### src/rtl/multicycle_control.sv
// rtl/multicycle_control.sv - main control FSM for the multicycle processor datapath
module multicycle_control (
    input  logic       clk,
    input  logic       rst_n,
    input  logic [5:0] Op,
    input  logic       Zero,
    input  logic       MemReady,
    output logic       IorD,
    output logic       MemRead,
    output logic       MemWrite,
    output logic       IRWrite,
    output logic       RegDst,
    output logic       MemtoReg,
    output logic       RegWrite,
    output logic       ALUIn1Sel,
    output logic [1:0] ALUIn2Sel,
    output logic [1:0] ALUOp,
    output logic [1:0] PCSrc,
    output logic       PCEn,
    output logic [3:0] State,
    output logic       IllegalOp
);
    localparam logic [5:0] OPC_RTYPE = 6'b000000;
    localparam logic [5:0] OPC_LW    = 6'b100011;
    localparam logic [5:0] OPC_SW    = 6'b101011;
    localparam logic [5:0] OPC_BEQ   = 6'b000100;
    localparam logic [5:0] OPC_ADDI  = 6'b001000;
    localparam logic [5:0] OPC_J     = 6'b000010;

    typedef enum logic [3:0] {
        FETCH  = 4'd0,
        DECODE = 4'd1,
        MEMADR = 4'd2,
        MEMRD  = 4'd3,
        MEMWB  = 4'd4,
        MEMWR  = 4'd5,
        EXEC   = 4'd6,
        ALUWB  = 4'd7,
        BRANCH = 4'd8,
        ADDIEX = 4'd9,
        ADDIWB = 4'd10,
        JUMP   = 4'd11
    } state_t;

    state_t state, next_state;
    logic   op_illegal;

    always_comb begin
        next_state = FETCH;
        op_illegal = 1'b0;
        case (state)
            FETCH:  next_state = MemReady ? DECODE : FETCH;
            DECODE: begin
                case (Op)
                    OPC_LW, OPC_SW: next_state = MEMADR;
                    OPC_RTYPE:      next_state = EXEC;
                    OPC_BEQ:        next_state = BRANCH;
                    OPC_ADDI:       next_state = ADDIEX;
                    OPC_J:          next_state = JUMP;
                    default: begin
                        next_state = FETCH;
                        op_illegal = 1'b1;
                    end
                endcase
            end
            // Only LW/SW reach MEMADR, so anything but SW is treated as a load
            MEMADR: next_state = (Op == OPC_SW) ? MEMWR : MEMRD;
            MEMRD:  next_state = MemReady ? MEMWB : MEMRD;
            MEMWB:  next_state = FETCH;
            MEMWR:  next_state = MemReady ? FETCH : MEMWR;
            EXEC:   next_state = ALUWB;
            ALUWB:  next_state = FETCH;
            BRANCH: next_state = FETCH;
            ADDIEX: next_state = ADDIWB;
            ADDIWB: next_state = FETCH;
            JUMP:   next_state = FETCH;
            default: next_state = FETCH;
        endcase
    end

    always_ff @(posedge clk or negedge rst_n) begin
        if (!rst_n) begin
            state     <= FETCH;
            IllegalOp <= 1'b0;
        end else begin
            state <= next_state;
            if (op_illegal) begin
                IllegalOp <= 1'b1;
            end
        end
    end

    assign State = state;

    // Control decode is purely from state so reset takes effect without a clock edge
    always_comb begin
        IorD      = 1'b0;
        MemRead   = 1'b0;
        MemWrite  = 1'b0;
        IRWrite   = 1'b0;
        RegDst    = 1'b0;
        MemtoReg  = 1'b0;
        RegWrite  = 1'b0;
        ALUIn1Sel = 1'b0;
        ALUIn2Sel = 2'b00;
        ALUOp     = 2'b00;
        PCSrc     = 2'b00;
        PCEn      = 1'b0;
        case (state)
            FETCH: begin
                MemRead   = 1'b1;
                ALUIn2Sel = 2'b01;
                IRWrite   = MemReady;
                PCEn      = MemReady;
            end
            DECODE: begin
                ALUIn2Sel = 2'b11;
            end
            MEMADR, ADDIEX: begin
                ALUIn1Sel = 1'b1;
                ALUIn2Sel = 2'b10;
            end
            MEMRD: begin
                IorD    = 1'b1;
                MemRead = 1'b1;
            end
            MEMWB: begin
                MemtoReg = 1'b1;
                RegWrite = 1'b1;
            end
            MEMWR: begin
                IorD     = 1'b1;
                MemWrite = 1'b1;
            end
            EXEC: begin
                ALUIn1Sel = 1'b1;
                ALUOp     = 2'b10;
            end
            ALUWB: begin
                RegDst   = 1'b1;
                RegWrite = 1'b1;
            end
            BRANCH: begin
                ALUIn1Sel = 1'b1;
                ALUOp     = 2'b01;
                PCSrc     = 2'b01;
                PCEn      = Zero;
            end
            ADDIWB: begin
                RegWrite = 1'b1;
            end
            JUMP: begin
                PCSrc = 2'b10;
                PCEn  = 1'b1;
            end
            default: begin
                IorD = 1'b0;
            end
        endcase
    end
endmodule

### config.mk
export PLATFORM = sky130hd
export DESIGN_NAME = multicycle_control
export DESIGN_NICKNAME = d
export VERILOG_FILES = /design/src/rtl/multicycle_control.sv
export SDC_FILE = /design/constraint.sdc
export NUM_CORES = 1
export LEC_CHECK = 0
export ABC_AREA = 1
export BUFFER_PORTS_ARGS = -buffer_cell sky130_fd_sc_hd__buf_2
export CAP_MARGIN = 25
export CORE_AREA = 3 3 40 42
export CTS_BUF_LIST = sky130_fd_sc_hd__clkbuf_4 sky130_fd_sc_hd__clkbuf_8
export DETAILED_ROUTE_END_ITERATION = 7
export DIE_AREA = 0 0 43 45
export GPL_ROUTABILITY_DRIVEN = 0
export PLACE_DENSITY = 0.83
export SETUP_SLACK_MARGIN = 0.4
export SLEW_MARGIN = 20
export SYNTH_ARGS = -nofsm -noshare
export SYNTH_HDL_FRONTEND = slang
export SYNTH_SLANG_ARGS = --single-unit
### constraint.sdc
create_clock -name clk -period 1.7 [get_ports clk]
set_clock_uncertainty 0.05 [all_clocks]
set_input_delay 0.34 -clock clk [delete_from_list [all_inputs] [get_ports clk]]
set_output_delay 0.34 -clock clk [all_outputs]
set_load 0.02 [all_outputs]
==> run summary, run 1 <==
The xor and xnor area share after synthesis is 0%, and the worst hold slack after final layout is 391 ps. After synthesis, the largest family of logic cells by area is simple AND/OR/NAND/NOR gates. The part of the Yosys area used for sequential elements was 23.9%. The logs give 671 for the via count of the first global-routing pass and 4 for the number of iterations in the first detailed-routing pass. The antenna diode count was 0; the height of the die was 45 µm. During I/O placement, the number of pins put on the boundary was 30.

Largest area contributor in the synthesized netlist: dfrtp_1. The number of core rows came out at 13. Largest net degree at the start of global routing: 6. Dividing the detail-routed wire length by the instance count gives 12.6 µm. The number of buffers created by CTS was 3.

The cell area that synthesis handed to floorplanning was 524 µm². VDD sags by at most 0.000899 V. For the global routing usage on met1, the log shows 21.8%.

The total power per unit cell area was 1340 nW/µm²; the clock sink total was 5. In this run the remaining antenna-violating nets after routing total 0. The launching element type of the critical path is a register. After the flow finishes, the layout carries non-filler instances totaling 154. Cells with a size suffix above 1 make up 56.8% of the layout.

For this run, the post-layout net count is 150. For this block, the initial DRC count from the detailed router was 17. For met3 alone, demand over resource in global routing was 4.78%. Based on the critical path, the design can be clocked at up to 0.571 GHz. The number of instances in the synthesized netlist is 97, and the clock-pin transition on the worst setup and hold timing paths is 50 ps. The initial antenna violation count is 0, and the aggregate routed wire length is 1.93 mm. Of the total power, the share spent switching nets is 50.1%.

The clock passes through at most 2 buffers. Summing the areas of all compound-gate instances in the mapped netlist gives 4.77% of the synthesized area. The least setup slack across all paths after layout came out at -51.9 ps. After Yosys synthesis, and, or, nand and nor cells account for 55.6% of the synthesized area.

The total vias in the final route is 790. The relative contribution of sequential cells to total power is 15.6%. The actual slew at the worst max-slew pin was 260 ps. The class of the worst hold path is in -> async. After detailed routing, the number of vias per cell comes to 5.13. At the worst endpoint, the required time is 1310 ps.

The logs give 0.559 nW for the static leakage power and 1940 µm² for the area of the die. TritonCTS built the clock tree. For the share of total power in combinational logic, the log shows 73.0%. Across every metal layer, demand over resource in global routing totals 19.8%. The critical path start-end classification is reg -> out.

Switching power: 0.000666 W. The number of different library cells used by synthesis comes to 16. The root buffer cell chosen for the clock tree is clkbuf_4. Sorting the synthesized cells by area gives the leading types as dfrtp_1 24%, nor2_1 17%, nand2_1 14%. The depth of the CTS H-tree is 1, and the core footprint is 1280 µm².

The part of the cycle the worst path needs is 103%, and the detailed placer's ending HPWL is 1.21 mm. The run finished, with violations left. Global routing used 38.9% of the available met2 tracks. The normalized max-slew margin is 82.6%. Once the floorplan was initialized, standard cells occupied 40.8% of the core.

The largest fanout on the critical path came out at 4. The worst path needs 1750 ps of the cycle, external delays included. Averaged over all synthesized cells, the footprint is 5.40 µm².

The kind of capture point of the worst setup path is an output pin. The run gives 0.000664 W as the internal power consumption. The reported max-cap violation count was 0. The die is 43 µm wide. Clock latency on the worst-skew pair, taken at its later pin, is 240 ps. During synthesis, Yosys emitted a total of 0 warnings.

The layer flagged by global routing as most heavily used is met2. For this run, design rule violations remaining after detail routing come to 0. The number of nets produced by synthesis is 107, and the critical path data arrival time is 1360 ps.

The final reports fail on setup timing. The area share of the largest cell type after synthesis is 23.9%. The run gives 0.00133 W as the overall power of the completed layout. The proportion of power drawn by the clock network is 11.4%. The post-synthesis share of cell area spent on full adders, half adders and majority gates was 0%; the layout overhead on the synthesized area was 89.3%.

Setup repair after global routing could not meet its margin everywhere. The fraction of synthesized area in multiplexers works out to 0%. The number of synthesized register bits came out at 5. The tools report the final number of max-transition violations as 0. The number of I/O port buffers works out to 29. Setup violations remaining at the end of the flow were counted as 4.

The first global-routing pass estimated 2.89 mm of wire. The run gives 0 as the total congestion overflow. Count of endpoints failing hold in the final timing report: 0. In this run, placement finished with an instance count of 140.
[cell usage after synthesis]
master	n
nor2_2	4
dfrtp_1	5
nand2_2	1
o21ai_0	2
nor2_4	1
nand2_1	20
inv_2	5
a21oi_1	1
nand3b_1	1
nand3_1	13
o21ai_1	2
buf_4	1
nor2_1	24
and2_1	1
inv_1	15
nor3_1	1
[cells by family after synthesis]
family / count (synthesis)
buf+inv: 21
flops: 5
simple gates: 66
compound gates: 5
[path summary, 6_finish.rpt]
check	startpoint	to	slack, ps	depth (start not counted)
setup reg to reg	State[1]	State[2]	430	5
hold / removal	rst_n	IllegalOp	390	2
setup / recovery	State[0]	PCEn	-50	6
max in group asynchronous	rst_n	State[1]	1060	2
hold reg to reg	IllegalOp	IllegalOp	410	2
min in group clk	IllegalOp	IllegalOp	410	2
[area by class of cell]
cell class | instances | area [µm²]
clock buffers | 4 | 30.0
repair buffers | 39 | 307
inverters | 20 | 80.1
flip-flops and latches | 5 | 130
multi-input cells | 71 | 427
fillers | 86 | 293
well taps | 15 | 18.8
[sequential cells by signal (all words and copies together), names as in the netlist]
name       flops
State          4
IllegalOp      1
[layout by cell type (no fill, tap or decap), types with 2 or more instances in the layout]
cell	instances
buf_2	15
clkbuf_4	4
inv_4	2
buf_6	13
nand2_4	2
nor2_2	4
inv_2	7
buf_4	10
nand3_2	2
nor2_4	10
nor2_1	15
o21ai_1	2
nand3_1	11
inv_1	11
nand2_1	16
nand2_2	3
dfrtp_2	4
[power by group through the flow]
stage | sequential [W] | combinational, W | clock (W)
2_1_floorplan | 0.000226 | 0.000443 | 0
3_3_place_gp | 0.000196 | 0.000645 | 0
3_5_place_dp | 0.000198 | 0.000652 | 0
4_1_cts | 0.000194 | 0.000869 | 0.000161
5_1_grt | 0.000212 | 0.00104 | 0.000172
6_report | 0.000207 | 0.000971 | 0.000152
[per-layer routing]
metal,vias to the layer above,share of wire [%]
met1,351,36
met3,4,8.8
li1,381,-
met5,-,0
met2,54,54
met4,0,1.0
[worst max-delay path, cell delays in order, from the launching register on]
cell and delay [ps]:
dfrtp_2 440, inv_2 140, nand2_4 100, nor2_4 150, nand2_1 70, nand3b_1 100, buf_6 120
[timing repair]
action | CTS | global route
endpoints found under the setup margin | 15 | 17
pin swaps | 5 | 6
hold buffers | 1 | 0
hold endpoints to repair | 5 | 0
resized for setup | 29 | 14
buffers inserted | 5 | 4
[through the flow]
stage	TNS, ps	setup WS, ps	utilization (%)	area [µm²]
3_5_place_dp	0	174	58.0	746
6_report	-96.7	-51.9	77.2	992
2_1_floorplan	0	177	-	589
5_1_grt	-611	-117	77.2	992
4_1_cts	-13.2	-7.14	71.3	916
3_3_place_gp	0	198	58.0	746
No activity file was read; power rests on OpenSTA's default activity.
==> run 2, diff against run 1 <==
Settings changed: CTS_BUF_LIST sky130_fd_sc_hd__clkbuf_4 sky130_fd_sc_hd__clkbuf_8 to unset.
==> run summary, run 2 (same netlist as run 1, synthesis figures left out) <==
The via count of the first global-routing pass was 672 (+0.15%). Overall die width: 43 µm (unchanged). The part of the cycle the worst path needs works out to 102% (-0.63 points). The total vias in the final route is 740 (-6.3%).

The run finished, with violations left. The critical path data arrival time is 1350 ps (about the same). The cell at the root of the clock tree was clkbuf_4. The tools report the first-iteration detailed-routing DRC count as 10 (-7). The detailed placer's ending HPWL came out at 1.21 mm (unchanged). The proportion of layout cells with a drive suffix above 1 is 55.8% (-1.0 points), and the first-pass GRT wire length is 2.89 mm (unchanged). The logs give 85 (-1.2%) for the number of fill cells and 174 ps (unchanged) for the post-place setup slack. The core footprint was 1280 µm² (unchanged); the clock sink total was 5 (unchanged). The path class of the tightest hold or removal check is in -> async. The tools report the number of buffers created by CTS as 3 (unchanged).

The largest fanout on the critical path works out to 5 (+1). The actual slew at the worst max-slew pin is 251 ps (-8.89 ps). Traced cell by cell, the critical path runs through nor2_4, inv_2, nor2_2, nand2_2, nand3b_1, buf_6.

The routed length per placed instance came out at 11.8 µm (-6.3%). The tools report the initial antenna violation count as 0 (unchanged). The launch point of the critical path is State[3]. TritonCTS built the clock tree. The most common cell after layout, fill and taps aside was nand2_1. The largest voltage drop on the vdd net was 0.000812 V (-9.7%). The end of the critical path was PCEn. The least setup slack across all paths after layout is -41.2 ps (+10.7 ps). For the upper clock frequency limit, the log shows 0.574 GHz (+0.61%). STA classifies the critical path endpoint as an output pin.

For the static leakage power, the log shows 0.545 nW (-2.5%). The per-cell via count in the routed design was 4.84 (-5.7%). The tools report the launching element type of the critical path as a register. The later-pin clock latency in the skew report came out at 240 ps (about the same). The total power per unit cell area works out to 1330 nW/µm² (-1.1%).

The combined global-route utilization of all metal layers was 19.8% (unchanged). The antenna diode count was 0 (unchanged); the initial standard-cell utilization of the core was 40.8% (unchanged). The number of primary I/O pins was 30 (unchanged); the maximum buffer depth of the clock tree was 2 (unchanged). The final antenna-violating net count was 0 (unchanged); the final setup violation count was 2 (-2). The depth of the CTS H-tree was 1 (unchanged); the required time reported for the critical path endpoint was 1310 ps (about the same). The number of flip-flops under the largest register name is 4 (unchanged), and the layout overhead on the synthesized area is 83.3%. The tools report the area of the die as 1940 µm² (unchanged). Delay of the slowest cell on the worst path: 450 ps (about the same).

The run gives 83.2% (+0.59 points) as the normalized max-slew margin. Clock period minus final worst setup slack: 1740 ps (-10.7 ps). The clock-pin transition on the worst setup and hold timing paths was 50 ps (about the same). On the critical path, the stage with the largest delay is an instance of dfrtp_2. The tools report the startpoint of the most critical register-to-register path as State[1]. The tools report the count of unresolved DRC violations after routing as 0 (unchanged).

The checks that failed: setup timing. For the post-route setup TNS, the log shows -58.4 ps (+38.3 ps). The reported max-cap violation count came out at 0 (unchanged).

The height of the die works out to 45 µm (unchanged). For the largest net degree at the start of global routing, the log shows 6 (unchanged). Count of cells along the worst register-to-register path: 7 (+2).

The endpoint of the most critical register-to-register path is State[2]. The register-to-register path setup slack is 460 ps (+30 ps). In the layout the commonest cells are 16 x nand2_1, 15 x nor2_1, 15 x buf_2. The tools report the number of core rows as 13 (unchanged).

The number of I/O port buffers works out to 29 (unchanged). For the total congestion overflow, the log shows 0 (unchanged). Setup repair after global routing could not meet its margin everywhere. The number of iterations in the first detailed-routing pass is 4 (unchanged). The tools report the final number of max-transition violations as 0 (unchanged). Final layout net count: 149 (-0.67%). The critical path is of the reg -> out type. The aggregate routed wire length came out at 1.80 mm (-6.9%). For the count of endpoints failing hold in the final timing report, the log shows 0 (unchanged).
[run 2: cell types whose count changed in the layout (fill, tap and decap cells not counted), sizes merged]
cell  before  now
buf       38   37
[run 2: worst min path at each step]
stage,start,end,slack (ps)
finish,rst_n,IllegalOp,390
global route,rst_n,IllegalOp,400
CTS,rst_n,IllegalOp,380
detailed placement,rst_n,IllegalOp,110
global placement,rst_n,IllegalOp,100
floorplan,rst_n,IllegalOp,-6
[run 2: critical path: cells and delay by family, from the launching register on]
kind | cells | cell delay [ps]
AND/OR/NAND/NOR | 4 | 460
flip-flops | 1 | 450
buffers and inverters | 2 | 200
[run 2: area by class of cell]
class	instances	area [µm²]	area share [%]
inverter	20	77.6	8.07
clock buffer	4	26.3	2.73
multi-input combinational	71	417	43.4
timing repair buffer	38	292	30.3
tap	15	18.8	1.95
sequential	5	130	13.5
[run 2: power by group]
part	leakage, nW	switching (W)	internal [W]
sequential	0.0565	0.0000486	0.000150
combinational	0.474	0.000545	0.000391
clock	0.0150	0.0000510	0.0000889
[run 2: layer usage]
metal	global-route usage, %	wire length, µm
met2	38.9	976
met4	3.61	0
met1	21.8	714
met3	4.78	111
met5	0	0
[run 2: metrics by stage]
| stage | util [%] | total power (W) | instance area [µm²] | hold WS, ps | instances |
|---|---|---|---|---|---|
| 2_1_floorplan | - | 0.000669 | 589 | -5.59 | 97 |
| 3_3_place_gp | 58.0 | 0.000841 | 746 | 104 | 140 |
| 3_5_place_dp | 58.0 | 0.000850 | 746 | 110 | 140 |
| 4_1_cts | 71.2 | 0.00121 | 915 | 383 | 150 |
| 5_1_grt | 74.8 | 0.00137 | 961 | 398 | 153 |
| 6_report | 74.8 | 0.00127 | 961 | 389 | 153 |
[run 2: timing repair]
action                                  in CTS  in global routing
setup buffers                                5                  3
pin swaps                                    5                  6
endpoints found under the setup margin      15                 17
hold buffers                                 1                  0
resized for setup                           30                  8
endpoints found under the hold margin        5                  0
cloned                                       0                  0
==> run 3, diff against run 2 <==
Settings changed: CTS_BUF_LIST set to sky130_fd_sc_hd__clkbuf_4 sky130_fd_sc_hd__clkbuf_8, RECOVER_POWER set to 100.
==> run summary, run 3 (same netlist as run 1, synthesis figures left out) <==
The flow ran to the end, but the final reports show violations. The checks that failed: setup timing. In this run the top signal layer used is met4. The part of the cycle the worst path needs was 103% (+0.62 points). The total power per unit cell area works out to 1340 nW/µm² (+1.3%). Leaving out fill and tap cells, the most frequent cell in the layout is nand2_1.

For the count of unresolved DRC violations after routing, the log shows 0 (unchanged). The later-pin clock latency in the skew report is 240 ps (about the same), and the via count of the first global-routing pass is 671 (-0.15%). The first-pass GRT wire length was 2.89 mm (unchanged). For the upper clock frequency limit, the log shows 0.571 GHz (-0.61%). The initial antenna violation count was 0 (unchanged); the routed length per placed instance was 12.6 µm (+6.6%).

The tools report the critical path data arrival time as 1360 ps (about the same). The overall die width was 43 µm (unchanged); the maximum buffer depth of the clock tree was 2 (unchanged). The number of flip-flops under the largest register name was 4 (unchanged); the clock period minus final worst setup slack was 1750 ps (+10.6 ps).

For the final cell count without fillers, the log shows 154 (+0.65%). The amount of wire on met3 after detailed routing was 170 µm (+53%). The logs give 0 (unchanged) for the total congestion overflow and 6 (unchanged) for the largest net degree at the start of global routing.

The logs give 1280 µm² (unchanged) for the core footprint and 1.93 mm (+7.3%) for the aggregate routed wire length. The logs give 0 (unchanged) for the antenna diode count and 0 (unchanged) for the count of endpoints failing hold in the final timing report. The post-route setup TNS came out at -96.5 ps (-38.1 ps). The tools report the largest voltage drop on the vdd net as 0.000900 V (+11%). The cell at the root of the clock tree was clkbuf_4. The logs give 73.0% (-0.4 points) for the share of total power in combinational logic and 3 (unchanged) for the number of buffers created by CTS. The library cells used most frequently in the layout, excluding fill and tap cells, are 16 x nand2_1, 15 x nor2_1, 13 x buf_2, 13 x buf_6. The start point of the worst min-delay path is IllegalOp. The actual slew at the worst max-slew pin came out at 272 ps (+20.7 ps). The run gives 0.000663 W (+5.4%) as the internal power consumption. The normalized max-slew margin is 81.9% (-1.3 points), and the reported max-cap violation count is 0 (unchanged). The run gives 1940 µm² (unchanged) as the area of the die. The combined global-route utilization of all metal layers was 19.8% (unchanged); the largest fanout on the critical path was 4 (-1). The run gives 1.05 mm (+7.6%) as the amount of wire on met2 after detailed routing.

The run gives 17 (+7) as the first-iteration detailed-routing DRC count. Relative contribution of sequential cells to total power: 15.6% (about the same). The worst hold path passes through 2 cells. The endpoint identified for the worst register-to-register timing path is State[2].

Initial standard-cell utilization of the core: 40.8% (unchanged). The worst hold path belongs to the class reg -> reg. Setup repair after global routing could not meet its margin everywhere. The final setup violation count is 4 (+2), and the proportion of layout cells with a drive suffix above 1 is 55.4% (-0.40 points). For the proportion of power drawn by the clock network, the log shows 11.4% (+0.4 points).

Final layout net count: 150 (+0.67%). TritonCTS built the clock tree. Final design area excluding fillers: 990 µm² (+3.0%). The depth of the CTS H-tree came out at 1 (unchanged).

The number of I/O port buffers works out to 29 (unchanged). The path with the worst hold slack has its endpoint at IllegalOp. The switching power was 0.000666 W (+3.4%); the net switching share of the total power was 50.1% (-0.46 points).

The critical path start-end classification was reg -> out. The startpoint of the most critical register-to-register path was State[1]. The clock sink total was 5 (unchanged). The per-cell via count in the routed design was 5.13 (+6.1%); the area of placed instances was 746 µm² (unchanged). The number of cells after detailed placement is 140 (unchanged), and the static leakage power is 0.555 nW (+1.8%). The run gives 0 (unchanged) as the final number of max-transition violations.

The total vias in the final route is 790 (+6.8%), and the layout overhead on the synthesized area is 88.8%. The tools report the least setup slack across all paths after layout as -51.8 ps (-10.6 ps). For the number of primary I/O pins, the log shows 30 (unchanged). The clock-pin transition on the worst setup and hold timing paths was 50 ps (about the same). The logs give 174 ps (unchanged) for the post-place setup slack and 13 (unchanged) for the number of core rows.

The required time reported for the critical path endpoint is 1310 ps (about the same), and the register-to-register path setup slack is 430 ps (-30 ps). The kind of capture point of the worst setup path is an output pin. For the final antenna-violating net count, the log shows 0 (unchanged). The run gives 691 µm (-3.2%) as the met1 layer wirelength in the final routing.

The worst setup path is launched from a register. The run gives 1.21 mm (unchanged) as the detailed placer's ending HPWL. The count of cells along the worst register-to-register path was 5 (-2). The height of the die works out to 45 µm (unchanged). The tools report the number of iterations in the first detailed-routing pass as 4 (unchanged).
[run 3: how the worst max path moves through the flow]
| stage | startpoint | slack (ps) | depth (start not counted) | endpoint |
|---|---|---|---|---|
| floorplan | State[2] | 180 | 5 | PCEn |
| global placement | State[3] | 200 | 6 | PCEn |
| detailed placement | State[3] | 170 | 6 | PCEn |
| CTS | State[2] | -7 | 7 | RegWrite |
| global route | State[0] | -120 | 6 | PCEn |
| finish | State[0] | -50 | 6 | PCEn |
[run 3: power groups by stage]
| stage | Sequential [W] | Clock (W) | Combinational, W |
|---|---|---|---|
| 2_1_floorplan | 0.000226 | 0 | 0.000443 |
| 3_3_place_gp | 0.000196 | 0 | 0.000645 |
| 3_5_place_dp | 0.000198 | 0 | 0.000652 |
| 4_1_cts | 0.000194 | 0.000161 | 0.000869 |
| 5_1_grt | 0.000212 | 0.000172 | 0.00104 |
| 6_report | 0.000207 | 0.000152 | 0.000971 |
[run 3: metrics by stage]
stage,utilization [%],power [W],hold WS [ps]
after detailed placement,58.0,0.000850,110
after global placement,58.0,0.000841,104
after CTS,71.3,0.00123,383
after global routing,77.0,0.00142,402
after floorplan,-,0.000669,-5.59
final,77.0,0.00133,409
[run 3: final cells by class]
type | instances | area [µm²]
clock buffer | 4 | 30.0
fill | 88 | 295
inverter | 20 | 80.1
multi-input combinational | 71 | 427
sequential | 5 | 130
tap | 15 | 18.8
timing repair buffer | 39 | 304
[run 3: layer usage]
metal / global-route usage [%] / up-vias
met5: 0 / -
met2: 38.9 / 54
met3: 4.78 / 4
li1: - / 381
met4: 3.61 / 0
met1: 21.8 / 351
[run 3: repair_timing]
item | CTS | global route
pin swaps | 5 | 6
hold buffers | 1 | 0
setup buffers | 5 | 4
hold endpoints to repair | 5 | 0
setup endpoints to repair | 15 | 17
resized for setup | 29 | 14
[run 3: critical path: stages (launching register included)]
cell and delay, ps:
dfrtp_2 440, inv_2 140, nand2_4 100, nor2_4 150, nand2_1 70, nand3b_1 100, buf_6 120
